File: src/rtl/control_types_pkg.sv
// Shared CPU control encodings; mem_op_t selects load/store size and signedness.
package control_types_pkg;

    typedef enum logic [2:0] {
        MEM_B  = 3'b000,
        MEM_H  = 3'b001,
        MEM_W  = 3'b010,
        MEM_BU = 3'b100,
        MEM_HU = 3'b101
    } mem_op_t;

endpackage

File: src/rtl/mmio_test_pkg.sv
// Register map, FSM states and store-lane helper for the MMIO test-harness responder.
package mmio_test_pkg;

    import control_types_pkg::*;

    localparam logic [31:0] DEFAULT_BASE_ADDR = 32'h8000_0000;

    localparam logic [2:0] TOHOST_OFF  = 3'd0;
    localparam logic [2:0] CONSOLE_OFF = 3'd1;
    localparam logic [2:0] CYCLE_OFF   = 3'd2;
    localparam logic [2:0] STATUS_OFF  = 3'd3;
    localparam logic [2:0] SCRATCH_OFF = 3'd4;

    typedef enum logic [1:0] {
        RUN,
        PASS,
        FAIL,
        TIMEOUT
    } tohost_state_t;

    // Byte-lane mask of a store before it is moved to its address offset.
    function automatic logic [31:0] store_mask(input mem_op_t op);
        case (op)
            MEM_B, MEM_BU: store_mask = 32'h0000_00FF;
            MEM_H, MEM_HU: store_mask = 32'h0000_FFFF;
            default:       store_mask = 32'hFFFF_FFFF;
        endcase
    endfunction

endpackage

File: src/rtl/mmio_load_align.sv
// Load alignment for bus responders: shift by byte offset, truncate to size, sign/zero extend.
module mmio_load_align
    import control_types_pkg::*;
(
    input  logic [31:0] word_i,
    input  logic [1:0]  offset_i,
    input  mem_op_t     mem_ctrl_i,
    output logic [31:0] data_o
);

    logic [31:0] shifted;

    always_comb begin
        shifted = word_i >> {offset_i, 3'b000};
        case (mem_ctrl_i)
            MEM_B:   data_o = {{24{shifted[7]}}, shifted[7:0]};
            MEM_BU:  data_o = {24'b0, shifted[7:0]};
            MEM_H:   data_o = {{16{shifted[15]}}, shifted[15:0]};
            MEM_HU:  data_o = {16'b0, shifted[15:0]};
            default: data_o = shifted;
        endcase
    end

endmodule

File: src/rtl/mmio_test_device.sv
// Test-harness MMIO responder: TOHOST completion FSM, byte console, cycle counter,
// scratch register and RUN-state watchdog in a 32-byte window at BASE_ADDR.
module mmio_test_device
    import control_types_pkg::*;
    import mmio_test_pkg::*;
#(
    parameter logic [31:0] BASE_ADDR      = DEFAULT_BASE_ADDR,
    parameter int unsigned TIMEOUT_CYCLES = 10000
) (
    input  logic        clk,
    input  logic        resetn,
    input  logic        wr_en,
    input  mem_op_t     mem_ctrl,
    input  logic [31:0] addr,
    input  logic [31:0] data_in,
    output logic [31:0] data_out,
    output logic        done,
    output logic        pass,
    output logic [30:0] fail_code,
    output logic        timeout,
    output logic        char_valid,
    output logic [7:0]  char_data
);

    localparam logic [31:0] WDOG_LIMIT = 32'(TIMEOUT_CYCLES);

    tohost_state_t state_q, state_d;
    logic [31:0]   cycle_q;
    logic [31:0]   wdog_q, wdog_d;
    logic [31:0]   scratch_q, scratch_d;
    logic [30:0]   fail_code_q, fail_code_d;
    logic          char_valid_q;
    logic [7:0]    char_data_q;

    logic          sel;
    logic [2:0]    reg_idx;
    logic          wr_sel, tohost_wr, console_wr, scratch_wr;
    logic [4:0]    lane_shift;
    logic [31:0]   lane_mask, lane_data;
    logic [31:0]   read_word, aligned;

    assign sel        = (addr[31:5] == BASE_ADDR[31:5]);
    assign reg_idx    = addr[4:2];
    assign wr_sel     = wr_en && sel;
    assign tohost_wr  = wr_sel && (reg_idx == TOHOST_OFF);
    assign console_wr = wr_sel && (reg_idx == CONSOLE_OFF);
    assign scratch_wr = wr_sel && (reg_idx == SCRATCH_OFF);

    always_comb begin
        case (reg_idx)
            CYCLE_OFF:   read_word = cycle_q;
            STATUS_OFF:  read_word = {29'b0, timeout, (state_q == FAIL), pass};
            SCRATCH_OFF: read_word = scratch_q;
            default:     read_word = '0;
        endcase
    end

    mmio_load_align u_load_align (
        .word_i     (read_word),
        .offset_i   (addr[1:0]),
        .mem_ctrl_i (mem_ctrl),
        .data_o     (aligned)
    );

    assign data_out = sel ? aligned : '0;

    // Scratch merge: only the lanes covered by the access are replaced.
    assign lane_shift = {addr[1:0], 3'b000};
    assign lane_mask  = store_mask(mem_ctrl) << lane_shift;
    assign lane_data  = data_in << lane_shift;
    assign scratch_d  = scratch_wr ? ((scratch_q & ~lane_mask) | (lane_data & lane_mask))
                                   : scratch_q;

    always_comb begin
        // NOTE: every output of this block is defaulted first so no path can infer a latch.
        state_d     = state_q;
        fail_code_d = fail_code_q;
        wdog_d      = wdog_q;
        if (state_q == RUN) begin
            wdog_d = wdog_q + 32'd1;
            if (tohost_wr && data_in == 32'd1) begin
                state_d = PASS;
            end else if (tohost_wr && data_in[0]) begin
                state_d     = FAIL;
                fail_code_d = data_in[31:1];
            end else if (wdog_d == WDOG_LIMIT) begin
                state_d = TIMEOUT;
            end
        end
    end

    // NOTE: state is updated with non-blocking assignments and cleared by the async reset.
    always_ff @(posedge clk or negedge resetn) begin
        if (!resetn) begin
            state_q      <= RUN;
            cycle_q      <= '0;
            wdog_q       <= '0;
            scratch_q    <= '0;
            fail_code_q  <= '0;
            char_valid_q <= 1'b0;
            char_data_q  <= '0;
        end else begin
            state_q      <= state_d;
            cycle_q      <= cycle_q + 32'd1;
            wdog_q       <= wdog_d;
            scratch_q    <= scratch_d;
            fail_code_q  <= fail_code_d;
            char_valid_q <= console_wr;
            if (console_wr) begin
                char_data_q <= data_in[7:0];
            end
        end
    end

    assign done       = (state_q != RUN);
    assign pass       = (state_q == PASS);
    assign timeout    = (state_q == TIMEOUT);
    assign fail_code  = fail_code_q;
    assign char_valid = char_valid_q;
    assign char_data  = char_data_q;

endmodule

File: config.mk
export PLATFORM = sky130hd
export DESIGN_NAME = mmio_test_device
export DESIGN_NICKNAME = d
export VERILOG_FILES = /design/src/rtl/control_types_pkg.sv /design/src/rtl/mmio_test_pkg.sv /design/src/rtl/mmio_load_align.sv /design/src/rtl/mmio_test_device.sv
export SDC_FILE = /design/constraint.sdc
export NUM_CORES = 1
export LEC_CHECK = 0
export ABC_AREA = 1
export CORE_MARGIN = 2
export CORE_UTILIZATION = 49
export DETAILED_ROUTE_END_ITERATION = 8
export PLACE_DENSITY_LB_ADDON = 0.08
export SETUP_SLACK_MARGIN = 0.02
export SYNTH_ARGS = -nofsm -noshare
export SYNTH_HDL_FRONTEND = slang
export SYNTH_SLANG_ARGS = --single-unit
export TNS_END_PERCENT = 100
File: constraint.sdc
create_clock -name clk -period 2.21 [get_ports clk]
set_clock_uncertainty 0.05 [all_clocks]
set_input_delay 0.442 -clock clk [delete_from_list [all_inputs] [get_ports clk]]
set_output_delay 0.442 -clock clk [all_outputs]
set_load 0.02 [all_outputs]
==> results of run 1 <==
-- metrics by stage --
stage / power (mW) / util, % / setup TNS, ns / hold WS [ns] / area [um^2]
after global placement: 3.16 / 67.7 / -49.40 / 0.389 / 11300
after detailed placement: 3.16 / 67.7 / -53.19 / 0.391 / 11300
after CTS: 6.08 / 73.9 / -5.13 / 0.261 / 12300
after floorplan: 2.76 / - / -0.301 / 0.0964 / 8450
after global routing: 6.27 / 76.7 / -9.81 / 0.259 / 12800
final: 6.11 / 76.7 / -8.30 / 0.258 / 12800
-- kinds of logic (layout without fill, tap and decap cells) --
group	Yosys count	after routing	synth area share, %
xor+xnor	37	37	3.87
fa+ha+maj	3	3	0.448
flops	138	138	41.2
mux	3	3	0.359
buf+inv	170	506	8.38
compound gates	224	224	16.1
simple gates	533	536	29.6
-- cell type report --
type                    count  share of cell area (%)
clock buffers              18                    3.36
clock inverters            14                    1.28
inverters                 130                    3.99
multi-input cells         803                    38.4
flip-flops and latches    138                    27.1
well taps                 220                    2.16
repair buffers            343                    23.6
repair inverters            1                  0.0686
-- worst register-to-register path, cell delays in order, from the launching register on --
cell	delay, ns
sky130_fd_sc_hd__dfrtp_1	0.37
sky130_fd_sc_hd__ha_2	0.19
sky130_fd_sc_hd__nand2_2	0.07
sky130_fd_sc_hd__nor2_4	0.20
sky130_fd_sc_hd__nand2_4	0.11
sky130_fd_sc_hd__nor2_4	0.16
sky130_fd_sc_hd__nand2_1	0.07
sky130_fd_sc_hd__nand2_1	0.07
sky130_fd_sc_hd__nand2_2	0.06
sky130_fd_sc_hd__nor2_1	0.11
sky130_fd_sc_hd__nand2_2	0.08
sky130_fd_sc_hd__nor2_2	0.14
sky130_fd_sc_hd__nand3_2	0.11
sky130_fd_sc_hd__nand2_2	0.11
sky130_fd_sc_hd__nand3_2	0.07
sky130_fd_sc_hd__nand2_1	0.10
-- metal layers --
layer,wire length (um),up-vias,track usage [%]
met5,0,-,0
met4,819,0,11.1
met3,1950,58,6.19
met2,14300,384,53.1
met1,12500,4336,43.0
li1,-,4277,-
-- what timing repair did --
action | in CTS | in global routing
buffers inserted | 10 | 23
pin swaps | 36 | 47
endpoints found under the setup margin | 35 | 68
endpoints found under the hold margin | 45 | 0
hold buffers | 1 | 0
cloned | 4 | 1
gates resized for setup | 358 | 81
-- layout by cell type (no fill, tap or decap), drive strengths merged, types with 3 or more instances in the layout --
| cell | synthesis | layout |
|---|---|---|
| o22ai | 29 | 29 |
| mux2i | 3 | 3 |
| or2 | 4 | 4 |
| a22oi | 10 | 10 |
| nor4 | 7 | 7 |
| nand3b | 5 | 5 |
| dfrtp | 138 | 138 |
| o21ai | 140 | 140 |
| nand3 | 60 | 60 |
| a221oi | 5 | 5 |
| clkdlybuf4s50 | 0 | 74 |
| nor3 | 19 | 19 |
| nor2 | 117 | 118 |
| a21oi | 32 | 32 |
| clkbuf | 19 | 18 |
| dlygate4sd2 | 0 | 17 |
| clkdlybuf4s15 | 0 | 7 |
| xor2 | 36 | 36 |
| nand4 | 11 | 11 |
| inv | 128 | 132 |
| nand2 | 308 | 310 |
| ha | 3 | 3 |
| clkinv | 2 | 9 |
| buf | 21 | 243 |
-- worst max path at each step --
stage                            from      endpoint  cells after the start
after detailed placement      addr[3]  data_out[23]                     13
after CTS                     addr[2]  data_out[23]                     13
after global routing      cycle_q[31]  data_out[30]                      9
after floorplan               addr[3]  data_out[22]                     12
after global placement        addr[3]   data_out[9]                      9
final                     cycle_q[23]  data_out[24]                      9
-- power breakdown --
| part | switching (mW) | internal [mW] | total [mW] |
|---|---|---|---|
| clock | 1.20 | 1.69 | 2.89 |
| sequential | 0.00000000947 | 2.53 | 2.53 |
| combinational | 0.379 | 0.311 | 0.690 |
==> impl_metrics.prom, run 1 <==
# TYPE chip_impl_metric gauge
chip_impl_info{name="run_status",value="finished, violations left"} 1
chip_impl_info{name="violations",value="negative setup slack"} 1
chip_impl_metric{name="max_cap_viol_count",unit=""} 0
chip_impl_info{name="cp_top_family",value="simple AND/OR/NAND/NOR gates"} 1
chip_impl_info{name="unrepaired_setup_endpoints_after_global_routing",value="true"} 1
chip_impl_metric{name="cellPowerDensity",unit="nW/um^2"} 478
chip_impl_info{name="hp-class",value="in2reg"} 1
chip_impl_metric{name="timing.final.max_slew_violations",unit=""} 0
chip_impl_metric{name="wl_per_cell",unit="um"} 17.7
chip_impl_metric{name="layout.cells.non_filler",unit=""} 1667
chip_impl_metric{name="fp-row-count",unit=""} 47
chip_impl_info{name="critical_path.endpoint_type",value="output port"} 1
chip_impl_metric{name="antenna_violations_before_repair",unit=""} 0
chip_impl_metric{name="asyncSetResetFlopFracSynth",unit="%"} 100
chip_impl_metric{name="path_clk_slew",unit="ns"} 0.06
chip_impl_metric{name="maxClockFrequency",unit="MHz"} 390
chip_impl_metric{name="arrival_time_at_the_worst_endpoint",unit="ns"} 2.08
chip_impl_info{name="synth_common_cells",value="sky130_fd_sc_hd__nand2_1, sky130_fd_sc_hd__dfrtp_1, sky130_fd_sc_hd__inv_1, sky130_fd_sc_hd__nor2_1, sky130_fd_sc_hd__o21ai_0"} 1
chip_impl_metric{name="clock_path_buffers",unit=""} 2
chip_impl_metric{name="antenna_cells_inserted",unit=""} 0
chip_impl_metric{name="synth.ff_latch_count",unit=""} 138
chip_impl_metric{name="crit_path_max_fanout",unit=""} 8
chip_impl_metric{name="routed_via_density",unit=""} 5.43
chip_impl_metric{name="maxSlewHeadroom",unit="%"} 58.2
chip_impl_metric{name="worst-r2r-cell-count",unit=""} 15
chip_impl_metric{name="grt_remaining_overflow",unit=""} 0
chip_impl_info{name="yosysMostFrequentCell",value="sky130_fd_sc_hd__nand2_1"} 1
chip_impl_metric{name="drt.antenna.violating_nets",unit=""} 0
chip_impl_metric{name="final_net_count",unit=""} 1507
chip_impl_metric{name="clock_insertion_delay_worst_skew",unit="ns"} 0.43
chip_impl_metric{name="starting_density",unit="%"} 50.3
chip_impl_metric{name="static_power_due_to_leakage",unit="nW"} 5.85
chip_impl_metric{name="worst_hold_path_stage_count",unit=""} 3
chip_impl_info{name="crit-reg2reg-launch",value="wdog_q[0]"} 1
chip_impl_metric{name="detailedPlacementHpwl",unit="mm"} 20.9
chip_impl_metric{name="die_height",unit="um"} 135
chip_impl_metric{name="setup_ws",unit="ns"} -0.357
chip_impl_metric{name="max_stage_delay",unit="ns"} 0.41
chip_impl_metric{name="buffers_on_ports",unit=""} 144
chip_impl_metric{name="timing_hold_violations_final",unit=""} 0
chip_impl_metric{name="avgSynthCellArea",unit="um^2"} 7.56
chip_impl_metric{name="drive_gt1_share",unit="%"} 33.4
chip_impl_metric{name="worst-path-buf-inv",unit=""} 2
chip_impl_metric{name="worst-r2r-setup-slack",unit="ns"} 0.09
chip_impl_metric{name="synthesis.area",unit="um^2"} 8370
chip_impl_metric{name="ioPinCount",unit=""} 145
chip_impl_metric{name="final.period_utilization",unit="%"} 116
chip_impl_info{name="regToRegEndpoint",value="state_q[0]"} 1
chip_impl_info{name="ys_top_cells_by_area",value="sky130_fd_sc_hd__dfrtp_1, sky130_fd_sc_hd__nand2_1, sky130_fd_sc_hd__o21ai_0, sky130_fd_sc_hd__inv_1, sky130_fd_sc_hd__nor2_1"} 1
chip_impl_metric{name="timing_worst_slew_pin_value",unit="ns"} 0.627
chip_impl_metric{name="pre_cts_ws",unit="ns"} -1.17
chip_impl_metric{name="pin_count_of_the_biggest_net_entering_global_routing",unit=""} 66
chip_impl_metric{name="multiInputGateArea",unit="um^2"} 4910
chip_impl_metric{name="netlist_instances",unit=""} 1108
chip_impl_info{name="cpMostUsedCell",value="sky130_fd_sc_hd__nand3_4"} 1
chip_impl_info{name="cts_root_buffer",value="sky130_fd_sc_hd__clkbuf_16"} 1
chip_impl_metric{name="worst_ir_drop_vdd",unit="mV"} 0.650
chip_impl_info{name="worst_hold_startpoint",value="addr[3]"} 1
chip_impl_metric{name="synth.yosys.seq_area_share",unit="%"} 41.2
chip_impl_info{name="synth_area_leader_cell",value="sky130_fd_sc_hd__dfrtp_1"} 1
chip_impl_metric{name="die_x",unit="um"} 135
chip_impl_metric{name="period_needed",unit="ns"} 2.57
chip_impl_info{name="critical_path.startpoint_type",value="register"} 1
chip_impl_metric{name="routed-via-count",unit=""} 9055
chip_impl_metric{name="finalWirelength",unit="mm"} 29.6
chip_impl_metric{name="first_global_vias",unit=""} 8634
chip_impl_metric{name="synth_cell_types",unit=""} 50
chip_impl_metric{name="seqCellArea",unit="um^2"} 3460
chip_impl_metric{name="synth_top_cell_area_share",unit="%"} 41.2
chip_impl_metric{name="setup_violations",unit=""} 32
chip_impl_metric{name="gp_routability_congestion",unit=""} 0.919
chip_impl_metric{name="detail_route.drc_violations",unit=""} 0
chip_impl_metric{name="synthesis.yosys.warnings",unit=""} 0
chip_impl_metric{name="first_pass_iters",unit=""} 5
chip_impl_metric{name="area_growth",unit="%"} 52.5
chip_impl_metric{name="die_area",unit="um^2"} 18100
chip_impl_info{name="cts_tree",value="yes"} 1
chip_impl_metric{name="synth-edff-count",unit=""} 0
chip_impl_metric{name="clkSinkCount",unit=""} 138
chip_impl_info{name="worst_path_max_delay_cell",value="sky130_fd_sc_hd__dfrtp_1"} 1
chip_impl_metric{name="total_grt_usage",unit="%"} 32.3
chip_impl_metric{name="htree_levels",unit=""} 4
chip_impl_metric{name="placed_cells_incl_taps",unit=""} 1597
chip_impl_info{name="timing_worst_setup_path_type",value="reg2out"} 1
chip_impl_metric{name="fp.coreArea",unit="um^2"} 16600
chip_impl_metric{name="num-fill-cells",unit=""} 1216
chip_impl_metric{name="syn_nets",unit=""} 1181
chip_impl_metric{name="grt_first_pass_wirelength",unit="mm"} 45.3
chip_impl_metric{name="cts_buffers",unit=""} 17
chip_impl_metric{name="required",unit="ns"} 1.72
chip_impl_info{name="top_reg_cell_synth",value="sky130_fd_sc_hd__dfrtp_1"} 1
chip_impl_metric{name="first_iter_violations",unit=""} 708
chip_impl_info{name="crit_chain",value="inv_2, o22ai_2, mux2i_2, nand2_2, nand3_4, nand3_4, nand2_8, a21oi_2, buf_4"} 1
chip_impl_info{name="whs_endpoint",value="char_valid"} 1
(Power assumes the default switching activity.)
==> inputs of run 2 (changes only) <==
Settings changed: CTS_CLUSTER_SIZE set to 40.
==> results of run 2 <==
No change in the layout: final DEF, timing and power equal those of run 1.
